**config.mk**
```make
export PLATFORM = sky130hd
export DESIGN_NAME = pattern_sequencer
export DESIGN_NICKNAME = d
export VERILOG_FILES = /design/src/rtl/pattern_pkg.sv /design/src/rtl/pattern_sequencer_debounce.sv /design/src/rtl/pattern_sequencer.sv
export SDC_FILE = /design/constraint.sdc
export NUM_CORES = 1
export LEC_CHECK = 0
export ABC_AREA = 1
export ABC_CLOCK_PERIOD_IN_PS = 4500
export BUFFER_PORTS_ARGS = -buffer_cell sky130_fd_sc_hd__buf_2
export CORE_MARGIN = 2
export CORE_UTILIZATION = 50
export DETAILED_ROUTE_END_ITERATION = 8
export PLACE_DENSITY_LB_ADDON = 0.05
export REMOVE_ABC_BUFFERS = 1
export SKIP_LAST_GASP = 1
export SYNTH_ARGS = -nofsm -noshare
export SYNTH_HDL_FRONTEND = slang
export SYNTH_SLANG_ARGS = --single-unit
```
**constraint.sdc**
```tcl
create_clock -name clk_25 -period 4.5 [get_ports clk_25]
set_input_delay 0.225 -clock clk_25 [delete_from_list [all_inputs] [get_ports clk_25]]
set_output_delay 0.225 -clock clk_25 [all_outputs]
set_load 0.1 [all_outputs]
```
**src/rtl/pattern_pkg.sv**
```systemverilog
// rtl/pattern_pkg.sv - shared types, screen constants and scroll helper for the pattern sequencer
package pattern_pkg;

  typedef enum logic [1:0] {
    RUN   = 2'd0,
    HOLD  = 2'd1,
    BLANK = 2'd2
  } seq_state_t;

  localparam int H_ACTIVE = 640;
  localparam int V_ACTIVE = 480;
  localparam int PAT_W    = 3;

  // Wraps the scroll position back into the visible width; step is always < H_ACTIVE.
  function automatic logic [9:0] scroll_add(input logic [9:0] x, input logic [9:0] step);
    logic [10:0] sum;
    sum = {1'b0, x} + {1'b0, step};
    if (sum >= 11'(H_ACTIVE)) begin
      sum = sum - 11'(H_ACTIVE);
    end
    return sum[9:0];
  endfunction

endpackage

```
**src/rtl/pattern_sequencer_debounce.sv**
```systemverilog
// rtl/pattern_sequencer_debounce.sv - key synchronizer/debouncer emitting a pulse on each accepted press
module key_debounce #(
  parameter int DEBOUNCE_CYCLES = 250000
) (
  input  logic clk,
  input  logic rst_n,
  input  logic key_n,
  output logic press_pulse
);

  localparam int CW = $clog2(DEBOUNCE_CYCLES + 1);
  localparam logic [CW-1:0] CNT_LAST = CW'(DEBOUNCE_CYCLES - 1);

  logic [1:0]    sync_q;
  logic          level_q;
  logic [CW-1:0] cnt_q;
  logic          press_q;

  // A new level is accepted only after DEBOUNCE_CYCLES consecutive samples differ from the held one.
  always_ff @(posedge clk or negedge rst_n) begin
    if (!rst_n) begin
      sync_q  <= 2'b11;
      level_q <= 1'b1;
      cnt_q   <= '0;
      press_q <= 1'b0;
    end else begin
      sync_q  <= {sync_q[0], key_n};
      press_q <= 1'b0;
      if (sync_q[1] != level_q) begin
        if (cnt_q == CNT_LAST) begin
          level_q <= sync_q[1];
          cnt_q   <= '0;
          press_q <= level_q & ~sync_q[1];
        end else begin
          cnt_q <= cnt_q + 1'b1;
        end
      end else begin
        cnt_q <= '0;
      end
    end
  end

  assign press_pulse = press_q;

endmodule

```
**src/rtl/pattern_sequencer.sv**
```systemverilog
// rtl/pattern_sequencer.sv - frame-synchronous pattern selector with auto-advance, hold, blanking and scroll
module pattern_sequencer
  import pattern_pkg::*;
#(
  parameter int NUM_PATTERNS       = 4,
  parameter int FRAMES_PER_PATTERN = 120,
  parameter int BLANK_FRAMES       = 2,
  parameter int DEBOUNCE_CYCLES    = 250000,
  parameter int SCROLL_STEP        = 1
) (
  input  logic             clk_25,
  input  logic             resetN,
  input  logic             start_of_frame,
  input  logic             auto_en,
  input  logic             key_nextN,
  input  logic             key_holdN,
  output logic [PAT_W-1:0] pattern_sel,
  output logic [9:0]       x_offset,
  output logic             blank_en,
  output logic             pattern_changed
);

  localparam int FCW = (FRAMES_PER_PATTERN > 1) ? $clog2(FRAMES_PER_PATTERN) : 1;
  localparam int BCW = (BLANK_FRAMES > 1) ? $clog2(BLANK_FRAMES) : 1;
  localparam logic [FCW-1:0]   FRAME_LAST = FCW'(FRAMES_PER_PATTERN - 1);
  localparam logic [BCW-1:0]   BLANK_LAST = BCW'((BLANK_FRAMES > 0) ? BLANK_FRAMES - 1 : 0);
  localparam logic [PAT_W-1:0] PAT_LAST   = PAT_W'(NUM_PATTERNS - 1);
  localparam logic [9:0]       STEP       = 10'(SCROLL_STEP);

  logic next_press, hold_press;

  key_debounce #(.DEBOUNCE_CYCLES(DEBOUNCE_CYCLES)) u_next_db (
    .clk         (clk_25),
    .rst_n       (resetN),
    .key_n       (key_nextN),
    .press_pulse (next_press)
  );

  key_debounce #(.DEBOUNCE_CYCLES(DEBOUNCE_CYCLES)) u_hold_db (
    .clk         (clk_25),
    .rst_n       (resetN),
    .key_n       (key_holdN),
    .press_pulse (hold_press)
  );

  seq_state_t       state_q, state_d;
  logic [FCW-1:0]   frame_cnt_q, frame_cnt_d;
  logic [BCW-1:0]   blank_cnt_q, blank_cnt_d;
  logic             hold_flag_q, hold_flag_d;
  logic             hold_req_q, hold_req_d;
  logic             next_pending_q, next_pending_d;
  logic [PAT_W-1:0] pattern_sel_q, pattern_sel_d;
  logic [9:0]       x_offset_q, x_offset_d;
  logic             blank_en_q, blank_en_d;
  logic             changed_q, changed_d;

  logic             next_eff, hold_eff, hold_new, advance;
  seq_state_t       rest_state;
  logic [PAT_W-1:0] pattern_inc;

  always_ff @(posedge clk_25 or negedge resetN) begin
    if (!resetN) begin
      state_q        <= RUN;
      frame_cnt_q    <= '0;
      blank_cnt_q    <= '0;
      hold_flag_q    <= 1'b0;
      hold_req_q     <= 1'b0;
      next_pending_q <= 1'b0;
      pattern_sel_q  <= '0;
      x_offset_q     <= '0;
      blank_en_q     <= 1'b0;
      changed_q      <= 1'b0;
    end else begin
      state_q        <= state_d;
      frame_cnt_q    <= frame_cnt_d;
      blank_cnt_q    <= blank_cnt_d;
      hold_flag_q    <= hold_flag_d;
      hold_req_q     <= hold_req_d;
      next_pending_q <= next_pending_d;
      pattern_sel_q  <= pattern_sel_d;
      x_offset_q     <= x_offset_d;
      blank_en_q     <= blank_en_d;
      changed_q      <= changed_d;
    end
  end

  always_comb begin
    state_d        = state_q;
    frame_cnt_d    = frame_cnt_q;
    blank_cnt_d    = blank_cnt_q;
    hold_flag_d    = hold_flag_q;
    pattern_sel_d  = pattern_sel_q;
    x_offset_d     = x_offset_q;
    blank_en_d     = blank_en_q;
    changed_d      = 1'b0;
    advance        = 1'b0;

    // A press landing on the sof cycle itself is folded into that frame's decision.
    next_eff       = next_pending_q | (next_press & (state_q != BLANK));
    hold_eff       = hold_req_q ^ hold_press;
    hold_new       = hold_flag_q ^ hold_eff;
    rest_state     = hold_new ? HOLD : RUN;
    pattern_inc    = (pattern_sel_q == PAT_LAST) ? '0 : pattern_sel_q + 1'b1;
    next_pending_d = next_eff;
    hold_req_d     = hold_eff;

    if (start_of_frame) begin
      next_pending_d = 1'b0;
      hold_req_d     = 1'b0;
      hold_flag_d    = hold_new;
      case (state_q)
        RUN, HOLD: begin
          advance = next_eff || (state_q == RUN && auto_en && frame_cnt_q == FRAME_LAST);
          if (advance) begin
            frame_cnt_d = '0;
            x_offset_d  = '0;
            if (BLANK_FRAMES > 0) begin
              state_d     = BLANK;
              blank_en_d  = 1'b1;
              blank_cnt_d = '0;
            end else begin
              pattern_sel_d = pattern_inc;
              changed_d     = 1'b1;
              state_d       = rest_state;
            end
          end else begin
            if (state_q == RUN) begin
              frame_cnt_d = (frame_cnt_q == FRAME_LAST) ? '0 : frame_cnt_q + 1'b1;
              x_offset_d  = scroll_add(x_offset_q, STEP);
            end
            state_d = rest_state;
          end
        end
        BLANK: begin
          if (blank_cnt_q == BLANK_LAST) begin
            pattern_sel_d = pattern_inc;
            blank_en_d    = 1'b0;
            changed_d     = 1'b1;
            state_d       = rest_state;
          end else begin
            blank_cnt_d = blank_cnt_q + 1'b1;
          end
        end
        default: state_d = RUN;
      endcase
    end
  end

  assign pattern_sel     = pattern_sel_q;
  assign x_offset        = x_offset_q;
  assign blank_en        = blank_en_q;
  assign pattern_changed = changed_q;

endmodule

```
* Word level (Yosys, flattened, before mapping)
Index checks and enable logic that the tools add are counted.
** Storage, ports and cells
- Register bits after elaboration :: 72
- Bits of input ports :: 6
** Cells by class
- $add $sub $neg :: 7
- Magnitude comparators :: 1
- Equality and inequality tests :: 11
- Muxes and demuxes :: 30
- Bitwise gates (word level) :: 8
- Reduce and logical (&&, ||, !) cells :: 14
** Operator list (count)
- 18-bit 2-to-1 mux :: 4
- 18-bit by 1-bit adder with 18-bit output, second input constant :: 2
- 18-bit equality test, second input constant :: 2
- 10-bit 2-to-1 mux :: 3
- 7-bit 2-to-1 mux :: 3
- 1-bit 2-to-1 mux :: 14
- 10-bit by 1-bit adder with 11-bit output, second input constant :: 1
- 11-bit by 10-bit greater-or-equal comparator with 1-bit output, second input constant :: 1
- 10-bit subtractor, second input constant :: 1
- 3-bit AND reduction :: 3
- 7-bit by 1-bit adder with 7-bit output, second input constant :: 1
- 7-bit equality test, second input constant :: 1
- 2-bit inequality test, second input constant :: 3
- 2-bit AND reduction :: 3
- 2-bit 2-to-1 mux :: 2
- 1-bit one-hot mux with 2 select lines :: 2
- 2-bit one-hot mux with 2 select lines :: 1
- 4-bit AND reduction :: 1
- 2-bit nonzero test :: 2
- 3-bit by 1-bit adder with 3-bit output, second input constant :: 1
- 1-bit bitwise AND :: 3
- 3-bit by 2-bit equality test with 1-bit output, second input constant :: 1
- 3-bit 2-to-1 mux :: 1
- 2-bit by 1-bit equality test with 1-bit output, second input constant :: 1
- 10 further kinds :: 14

* Logic depth before layout (Yosys ltp)
- Depth after elaboration :: 6
- Gate-level depth with buffers :: 12

* Cells and area by module
Synthesis repeated with hierarchy kept, for this count alone.
** Second synthesis, totals
- Cells, all modules :: 484
- Area total of the unflattened synthesis :: 3892.5 µm²
** By module, submodules not included
- pattern_sequencer :: times used 1, cells each 197, area an instance 1531.5 µm², sequential area each 700.7 µm²
- key_debounce at u_next_db :: times used 1, cells each 142, area an instance 1181.1 µm², sequential area each 554.3 µm²
- key_debounce at u_hold_db :: times used 1, cells each 145, area an instance 1179.9 µm², sequential area each 554.3 µm²

* Least setup slack after synthesis
OpenSTA, ideal clock, no wires.
- Kind :: flip-flop to flip-flop
- From :: register x_offset_q[1] (netlist: x_offset[1])
- To :: register x_offset_q[7] (netlist: x_offset[7])
- Arrival time :: 2.118 ns
- Data required time :: 4.380 ns
- Slack :: 2.262 ns
- Stages on the path, launching flop included :: 11
- Path buffers :: 0
- Cells stage by stage :: dfrtp_1 > ha_1 > nand2_1 > nor2_2 > nand3_1 > nand2_1 > nand2_1 > nand2_2 > nand3_1 > nand3_1 > nand2_1
** Between the ends
- Word-level cells in the longest chain between the ends :: 5
- Elaborated cells between the ends (all ways) :: 6
- Classes of those cells :: 2 x add/sub; 1 x order compare; 3 x mux
** RTL lines
- from (decl) :: RTL line pattern_sequencer.sv:53 : logic [9:0] x_offset_q, x_offset_d;
- from (signal assigned) :: RTL line pattern_sequencer.sv:81 : x_offset_q <= x_offset_d;
- 10-bit by 1-bit adder with 11-bit output * :: RTL line pattern_pkg.sv:17 : sum = {1'b0, x} + {1'b0, step};
- 10-bit subtractor or 11-bit by 10-bit greater-or-equal comparator with 1-bit output (tied branches) :: RTL line pattern_pkg.sv:19, pattern_pkg.sv:18
- 10-bit 2-to-1 mux * :: RTL line pattern_pkg.sv:18 : if (sum >= 11'(H_ACTIVE)) begin
- 10-bit 2-to-1 mux * :: RTL line pattern_sequencer.sv:127 : if (state_q == RUN) begin
- 10-bit 2-to-1 mux * :: RTL line pattern_sequencer.sv:114 : if (advance) begin
Mark *: on every way between the ends. The rest lies on a longest branch, timed or not. The select of a mux whose other input is x is not followed.
A chain may end at the register's enable or synchronous reset.

* Worst setup path in the final report
- From :: register u_hold_db.level_q
- To :: register u_hold_db.cnt_q[12]
** Between the ends
- Word-level cells in the longest chain between the ends :: 2
** RTL lines
- from (decl) :: RTL line pattern_sequencer_debounce.sv:15 : logic level_q;
- from (signal assigned) :: RTL line pattern_sequencer_debounce.sv:31 : level_q <= sync_q[1];
- 1-bit inequality test :: RTL line pattern_sequencer_debounce.sv:29 : if (sync_q[1] != level_q) begin
- 18-bit 2-to-1 mux :: RTL line pattern_sequencer_debounce.sv:29
- to (signal assigned) :: RTL line pattern_sequencer_debounce.sv:35 : cnt_q <= cnt_q + 1'b1;
- to (decl) :: RTL line pattern_sequencer_debounce.sv:16 : logic [CW-1:0] cnt_q;
Every way passes these cells.

==> results.sh <==
export IMPL_die_h_um=92.5
export IMPL_synth_edf_count=0
export IMPL_start_util_pct=51.2
export IMPL_endpoint_kind="flop"
export IMPL_die_w_um=92.5
export IMPL_finalPower_mw=1.91
export IMPL_grt_pass1_vias=3051
export IMPL_wl_mm=7.43
export IMPL_grt_total_usage_pct=19.3
export IMPL_yosysUniqueCellTypes=40
export IMPL_cp_data_arrival_time_ns=1.93
export IMPL_rsz0062_at_grt="no"
export IMPL_drive_above_1_share_pct=16.9
export IMPL_firstDrtPassIters=4
export IMPL_ys_ff_latch=72
export IMPL_power_density_nw_per_um2=433
export IMPL_via_count=3107
export IMPL_status="finished clean"
export IMPL_finalCriticalPeriod_ns=1.72
export IMPL_syn_area_um2=3920
export IMPL_clkTransAtPathRegs_ns=0.08
export IMPL_io_buffer_count=20
export IMPL_start_kind="flop"
export IMPL_r2r_start="u_hold_db.level_q$_DFFE_PN1P_"
export IMPL_postCtsResizedCells=0
export IMPL_clock_latency_ns=0.34
export IMPL_fmax_mhz=583
export IMPL_grt_pass1_wl_mm=13.3
export IMPL_cts_sinks=72
export IMPL_min_period_over_period_pct=38.1
export IMPL_crit_path_end="u_hold_db.cnt_q[12]$_DFF_PN0_"
export IMPL_routed_via_density=5.09
export IMPL_ff2ff_path_depth=5
export IMPL_antenna_cells=0
export IMPL_cts_tree="done"
export IMPL_seq_area_frac_synth_pct=46.2
export IMPL_worstPathRequired_ns=4.72
export IMPL_grt_overflow=0
export IMPL_ys_warn_count=0
export IMPL_detail_route_antenna_nets=0
export IMPL_ys_flop_type="dfrtp_1"
export IMPL_utilization_pct=57.6
export IMPL_core_area_um2=7650
export IMPL_routabilityCongestion=0.885
export IMPL_skew_ns=0.00911
export IMPL_synthArstFlopShare_pct=100
export IMPL_dr_first_iter_drc_count=153
export IMPL_dieArea_um2=8560
export IMPL_htreeDepth=3
export IMPL_clk_path_buf_depth=2
export IMPL_antenna_found_initial=0
export IMPL_wl_per_cell_um=12.2
export IMPL_crit_type="reg2reg"
export IMPL_rrSetupSlack_ns=2.78
export IMPL_r2r_end="u_hold_db.cnt_q[12]$_DFF_PN0_"
export IMPL_setup_violations_final=0
export IMPL_startpoint="u_hold_db.level_q$_DFFE_PN1P_"
export IMPL_top_level_ports=21
export IMPL_cap_viol_max_count=0
export IMPL_area_growth_syn_to_layout_pct=12.4
export IMPL_ir_drop_mv=0.199
export IMPL_p_leak_nw=2.01
export IMPL_finalHoldViolations=0
export IMPL_finalNonFillerCells=611
export IMPL_rows=32
export IMPL_cts_buffers=9
export IMPL_grt_max_degree=73
export IMPL_critPathMaxFanout=12
export IMPL_slew_headroom_pct=40.4
export IMPL_final_max_slew_viol_count=0
export IMPL_tightestPinTransition_ns=0.894
export IMPL_final_nets=520
export IMPL_cts_root_buffer="clkbuf_8"
export IMPL_place_hpwl_mm=5.34
export IMPL_setup_tns_final_ns=0
export IMPL_synth_cells=474
export IMPL_place_inst=593
export IMPL_min_path_type="in2async"
export IMPL_drc_errors=0
export IMPL_syn_mean_instance_area_um2=8.26
[Yosys cell counts, types with 3 or more instances]
master    number  area share [%]
nand2_1      103             9.9
nor2_1        70             6.7
dfrtp_1       66              42
inv_1         52             5.0
nand3_1       30             3.8
xor2_1        19             4.2
nor3_1        16             2.0
a21oi_1       13             1.7
ha_1          10             3.2
nand4_1        9             1.4
nand2_2        7             1.1
o21ai_0        7            0.89
dfstp_2        6             4.0
o21ai_1        6            0.77
xnor2_1        6             1.3
inv_2          4            0.38
nand3_2        4             1.0
nor3_2         4             1.0
o21ai_2        4            0.89
nand3b_1       3            0.57
nor2_2         3            0.48
nor2_4         3            0.86
nor4_1         3            0.48
o22ai_2        3            0.96
or2_2          3            0.48
or3_1          3            0.48
[worst max-delay path, cell delays in order, from the launching register on]
cell	delay (ns)
dfstp_2	0.55
inv_1	0.04
ha_1	0.54
inv_1	0.11
nand2_1	0.25
nor2_1	0.09
[where the power goes]
part           internal (mW)  total [mW]  switching [mW]
combinational          0.110       0.486           0.376
sequential             0.719       0.784          0.0658
clock                  0.386       0.636           0.250
[cells in the final DEF (no fill, tap or decap), types with 4 or more instances in the layout]
cell type / count
inv_2: 4
o21ai_0: 7
nand4_1: 9
nor3_2: 4
nand2_2: 7
nand3_2: 4
clkbuf_8: 10
nor3_1: 16
xnor2_1: 6
buf_2: 19
a21oi_1: 13
o21ai_1: 6
dfrtp_1: 66
o21ai_2: 4
nor2_1: 70
inv_1: 52
dfstp_2: 6
nand2_1: 103
nand3_1: 30
xor2_1: 19
ha_1: 10
[state kept, by name, summed over array words and instances, names as in the netlist, 2 cells and up]
register          count
u_hold_db.cnt_q      18
u_next_db.sync_q      2
u_hold_db.sync_q      2
frame_cnt_q           7
x_offset             10
state_q               2
pattern_sel           3
u_next_db.cnt_q      18
[layout make-up]
cell class,count,area [µm²]
Clock inverter,6,115
Fill cell,680,3250
Timing Repair Buffer,22,123
Inverter,57,219
Multi-Input combinational cell,342,1870
Tap cell,102,128
Sequential cell,72,1810
Clock buffer,10,138
[repair_timing]
item                                    4_1_cts  5_1_grt
hold buffers                                  2        0
endpoints found under the hold margin         2        0
buffers inserted                              0        0
endpoints found under the setup margin        0        0
[worst min-delay path by stage]
stage,from,slack (ns),endpoint
after floorplan,resetN,-0.07,blank_cnt_q$_DFFE_PN0P_
after global placement,key_nextN,0.33,u_next_db.sync_q[0]$_DFF_PN1_
after detailed placement,key_nextN,0.33,u_next_db.sync_q[0]$_DFF_PN1_
after CTS,resetN,0.03,x_offset[3]$_DFFE_PN0P_
after global routing,resetN,0.08,pattern_changed$_DFF_PN0_
final,resetN,0.006,pattern_sel[2]$_DFFE_PN0P_
[logic make-up after synthesis]
group                      share of synthesized area, %
adders and majority gates                          3.19
xor gates and xnor gates                           5.59
buffers and inverters                              6.07
DFF                                                46.2
AOI/OAI and AO/OA                                  6.61
and+or+nand+nor                                    32.4
[per-stage QoR]
step	instance area, µm²	hold WS, ns	setup slack, ns
floorplan	3900	-0.0706	2.26
global placement	4130	0.330	2.88
detailed placement	4130	0.331	2.82
CTS	4400	0.0327	2.80
global route	4400	0.0830	2.68
finish	4400	0.00610	2.78
[layer usage]
layer	wire length (µm)	up-vias	part of all wire (%)	GRT usage (%)
li1	-	1579	-	-
met1	3710	1456	50	25.8
met2	3370	60	45	31.1
met3	250	12	3.4	2.77
met4	104	0	1.4	8.83
met5	0	-	0	0
(Power assumes the default switching activity.)
